`src/rtl/count_arbiter_pkg.sv`:
```
// Shared defaults and helpers for the count arbiter: requester count, queue depth,
// display counter width, and pointer sizing.
package count_arbiter_pkg;

  localparam int NREQ_DEF    = 3;
  localparam int PEND_W_DEF  = 4;
  localparam int COUNT_W_DEF = 16;

  // Pointer width for n requesters; never narrower than one bit.
  function automatic int ptr_w(input int n);
    return (n > 1) ? $clog2(n) : 1;
  endfunction

endpackage

```
`src/rtl/count_arbiter_rr_pick.sv`:
```
// Combinational round-robin picker: returns the first set bit of vec at or after ptr
// (wrapping), as both a one-hot vector and a binary index.
module count_arbiter_rr_pick #(
  parameter int NREQ  = 3,
  parameter int PTR_W = 2
) (
  input  logic [NREQ-1:0]  vec,
  input  logic [PTR_W-1:0] ptr,
  output logic [NREQ-1:0]  onehot,
  output logic [PTR_W-1:0] idx
);

  logic found;
  int   j;

  always_comb begin
    // NOTE: every output and temporary gets a default before the search loop, so no
    // path through this block leaves a value unassigned and no latch is inferred.
    onehot = '0;
    idx    = '0;
    found  = 1'b0;
    j      = 0;
    for (int k = 0; k < NREQ; k++) begin
      j = (int'(ptr) + k) % NREQ;
      if (!found && vec[j]) begin
        found     = 1'b1;
        onehot[j] = 1'b1;
        idx       = PTR_W'(j);
      end
    end
  end

endmodule

```
`src/rtl/count_arbiter.sv`:
```
// Shared event counter fed by NREQ pulse sources through saturating pending queues,
// drained one count per clock by a round-robin arbiter.
module count_arbiter
  import count_arbiter_pkg::*;
#(
  parameter int NREQ    = NREQ_DEF,
  parameter int PEND_W  = PEND_W_DEF,
  parameter int COUNT_W = COUNT_W_DEF
) (
  input  logic               clock,
  input  logic               reset,
  input  logic [NREQ-1:0]    req,
  input  logic               run,
  input  logic               clr,
  input  logic               clr_ovf,
  output logic [NREQ-1:0]    grant,
  output logic [COUNT_W-1:0] count,
  output logic               busy,
  output logic [NREQ-1:0]    overflow
);

  localparam int PTR_W = ptr_w(NREQ);
  localparam logic [PEND_W-1:0] PEND_MAX = '1;

  logic [NREQ-1:0][PEND_W-1:0] pend;
  logic [NREQ-1:0]             nz;
  logic [NREQ-1:0]             pick;
  logic [NREQ-1:0]             ovf_set;
  logic [PTR_W-1:0]            ptr;
  logic [PTR_W-1:0]            pick_idx;

  generate
    for (genvar i = 0; i < NREQ; i++) begin : g_req
      assign nz[i]      = |pend[i];
      // A full queue loses the event only when it is not being drained this cycle.
      assign ovf_set[i] = !clr && req[i] && !grant[i] && (pend[i] == PEND_MAX);
    end
  endgenerate

  count_arbiter_rr_pick #(
    .NREQ  (NREQ),
    .PTR_W (PTR_W)
  ) u_pick (
    .vec    (nz),
    .ptr    (ptr),
    .onehot (pick),
    .idx    (pick_idx)
  );

  // Grant depends only on registered queues/pointer and run, never on req.
  assign grant = run ? pick : '0;
  assign busy  = |nz;

  always_ff @(posedge clock) begin
    // NOTE: state registers use non-blocking assignments so every register samples
    // the pre-edge values, independent of statement order.
    if (!reset) begin
      pend  <= '0;
      ptr   <= '0;
      count <= '0;
    end else if (clr) begin
      pend  <= '0;
      ptr   <= '0;
      count <= '0;
    end else begin
      for (int i = 0; i < NREQ; i++) begin
        if (req[i] && !grant[i]) begin
          if (pend[i] != PEND_MAX) pend[i] <= pend[i] + 1'b1;
        end else if (!req[i] && grant[i]) begin
          pend[i] <= pend[i] - 1'b1;
        end
      end
      if (|grant) begin
        count <= count + 1'b1;
        ptr   <= (pick_idx == PTR_W'(NREQ - 1)) ? '0 : pick_idx + 1'b1;
      end
    end
  end

  // Sticky flags; a bit being set wins over a simultaneous clear request.
  always_ff @(posedge clock) begin
    if (!reset) overflow <= '0;
    else        overflow <= (clr_ovf ? '0 : overflow) | ovf_set;
  end

endmodule
```
`config.mk`:
```
export PLATFORM = sky130hd
export DESIGN_NAME = count_arbiter
export DESIGN_NICKNAME = d
export VERILOG_FILES = /design/src/rtl/count_arbiter_pkg.sv /design/src/rtl/count_arbiter_rr_pick.sv /design/src/rtl/count_arbiter.sv
export SDC_FILE = /design/constraint.sdc
export NUM_CORES = 1
export LEC_CHECK = 0
export BUFFER_PORTS_ARGS = -buffer_cell sky130_fd_sc_hd__buf_2
export CAP_MARGIN = 25
export CORE_AREA = 3 3 69 71
export CTS_CLUSTER_SIZE = 40
export DETAILED_ROUTE_END_ITERATION = 10
export DIE_AREA = 0 0 72 74
export PLACE_DENSITY = 0.71
export SLEW_MARGIN = 15
export SYNTH_ARGS = -nofsm -noshare
export SYNTH_HDL_FRONTEND = slang
export SYNTH_SLANG_ARGS = --single-unit
```
`constraint.sdc`:
```
create_clock -name clock -period 3.55 [get_ports clock]
set_clock_uncertainty 0.2 [all_clocks]
set_input_delay 0.71 -clock clock [delete_from_list [all_inputs] [get_ports clock]]
set_output_delay 0.71 -clock clock [all_outputs]
set_load 0.02 [all_outputs]
```
==> flow_summary.yaml <==
worst_setup_path:
  crit_arrival_ps: 2560
  cp_common_cell: "or4_1"
  cp-end-kind: "output pin"
  crit_type: "register to output pin"
  critical_path.max_stage_delay_ps: 600
  crit_family: "simple AND/OR/NAND/NOR gates"
  path_max_fanout: 10
  critical_path_required_ps: 2640
  path_buf_inv: 3
  cp_slowest_cell: "or4_1"
  worstPathCellList: "or4_1 -> or4_1 -> a31oi_2 -> o31ai_2 -> buf_4 -> inv_1 -> buf_2"
  start_kind: "register"
clocking:
  postCtsSetupBuffers: 0
  cts.path.max_buffers: 2
  cts_inserted_buffers: 5
  cts_resized: 1
  cts.htree.levels: 2
  clkTransAtPathRegs_ps: 70
  postCtsHoldBufs: 0
  cts_tree: "yes"
  clk_latency_ps: 290
  root_buffer: "clkbuf_8"
  cts_sinks: 33
cells_and_area:
  final_nets: 312
  final_area_mm2: 0.00247
  layout-drive-gt1-share: 0.216
  syn_to_final_growth_pct: 16.1
  final_util: 0.575
  insertedDiodeCount: 0
  num-fill-cells: 439
drt:
  postRouteAntennaNets: 0
  dr.first_iter.drc_count: 75
  num_vias: 1927
  drc: 0
  vias_per_cell: 5.62
  wl_per_cell_um: 13.6
  first_pass_iters: 4
  routed_wirelength_mm: 4.65
sta:
  fmax_ghz: 0.288
  final-setup-viol-count: 0
  drv_slew: 0
  fin_crit_sh: 0.977
  slew_headroom: 0.441
  period_needed_ps: 3470
  holdWs_ps: 296
  worst_pin_slew_ps: 839
  hold_viol: 0
power_and_ir_drop:
  leakagePower_uw: 0.00103
  design_power_total_uw: 1100
  ir_drop_uv: 197
  power.density_mw_per_mm2: 444
floorplanning:
  start_util: 0.495
  fp.dieH_um: 74
  die_width_um: 72
  die-area_mm2: 0.00533
  core_area_mm2: 0.00429
  ios: 31
  row_count: 24
grt:
  grt_pass1_wl_mm: 7.82
  antenna_found_initial: 0
  grt_pass1_vias: 1736
  grt_overflow: 0
  grt_usage: 0.182
  grt_start_max_net_pins: 22
logic_synthesis:
  synth_cell_types: 47
  syn-instance-count: 256
  synth_nets: 278
  syn_area_mm2: 0.00213
  synth_common_cells: "dfxtp_1, nor2_1, nand2_1"
  ys_top_cells_by_area: "dfxtp_1, ha_1, nor2_1"
  seq_area_frac_synth: 0.311
  async_flop_share: 0
  synth_enable_flop_cells: 0
  yosysTopAreaCell: "dfxtp_1"
  avgSynthCellArea_um2: 8.31
  synth-seq-cells: 33
  yosysWarnings: 0
  yosysMostFrequentCell: "dfxtp_1"
  synth_flop_cell: "dfxtp_1"
  synth_top_area_share: 0.311
job:
  cap_violations: 0
placement:
  dp_hpwl_mm: 3.41
  place.gp.congestion: 0.844
  dpl_cell_area_mm2: 0.00237
  io_buffers: 30
outcome:
  status: "complete, no violations"
worst_hold_path:
  min_path_type: "register to register"
routing by layer:
metal  vias to the layer above  GRT usage  part of all wire
li1                        993          -                 -
met1                       886      0.238              0.48
met2                        43      0.299              0.46
met3                         5     0.0432             0.048
met4                         0     0.0564             0.011
met5                         -          0                 0
sequential cells by signal, indices dropped and copies added (netlist names):
name	flops
count	16
overflow	3
pend	12
ptr	2
worst paths after layout:
kind / start / to / slack, ps / cells after the start
max: pend[10] / grant[0] / 80 / 7
min: count[15] / count[15] / 300 / 2
max reg2reg: pend[10] / pend[11] / 150 / 12
min reg2reg: count[15] / count[15] / 300 / 2
placed cells by master, fill, tap and decap left out, types with 3 or more instances in the layout:
master,synthesis,final
and2_1,4,4
buf_4,1,12
nand3_1,4,4
o211ai_1,3,3
ha_1,11,10
a21o_1,3,3
nor2b_1,5,5
dfxtp_1,33,33
buf_2,4,30
mux2i_1,6,6
clkbuf_8,0,5
o21ai_0,4,4
o21ai_1,9,9
fa_1,3,3
a21oi_1,17,17
xor2_1,3,3
nand4_1,9,9
nand2_1,19,19
and3_1,5,5
inv_1,12,12
o32ai_1,3,3
a31oi_1,7,6
nor4_1,4,4
xnor2_1,12,12
a211oi_1,4,4
nor2_1,28,28
or3_1,7,7
power breakdown:
group,internal (uW),leakage (uW),switching (uW)
Clock,135,0.0000439,145
Combinational,168,0.000718,240
Sequential,387,0.000267,21.3
logic make-up after synthesis:
group,synth area share
AND/OR/NAND/NOR,0.227
adder cells (fa/ha/maj),0.0929
multiplexers,0.0559
XOR/XNOR,0.0618
buffers and inverters,0.0571
flip-flops,0.311
AO/OA/AOI/OAI,0.195
cell type report:
cell class / instances / area [um^2] / share of cell area
Tap cell: 52 / 65.1 / 0.0263
Sequential cell: 33 / 661 / 0.267
Multi-Input combinational cell: 195 / 1370 / 0.554
Clock buffer: 5 / 68.8 / 0.0279
Inverter: 13 / 48.8 / 0.0198
Clock inverter: 3 / 17.5 / 0.00709
Timing Repair Buffer: 42 / 240 / 0.0973
stage by stage:
step	worst slack (ps)	instances	TNS [ps]
after floorplan	82.2	256	0
after global placement	189	335	0
after detailed placement	145	335	0
after CTS	17.8	343	0
after global routing	-27.4	343	-36.6
final	83.4	343	0
worst min-delay path: cells and delay by family (launching register included):
kind / cells / cell delay (ps)
flops: 1 / 320
compound gates: 2 / 130
Note: power is estimated with default switching activity, not from simulation.
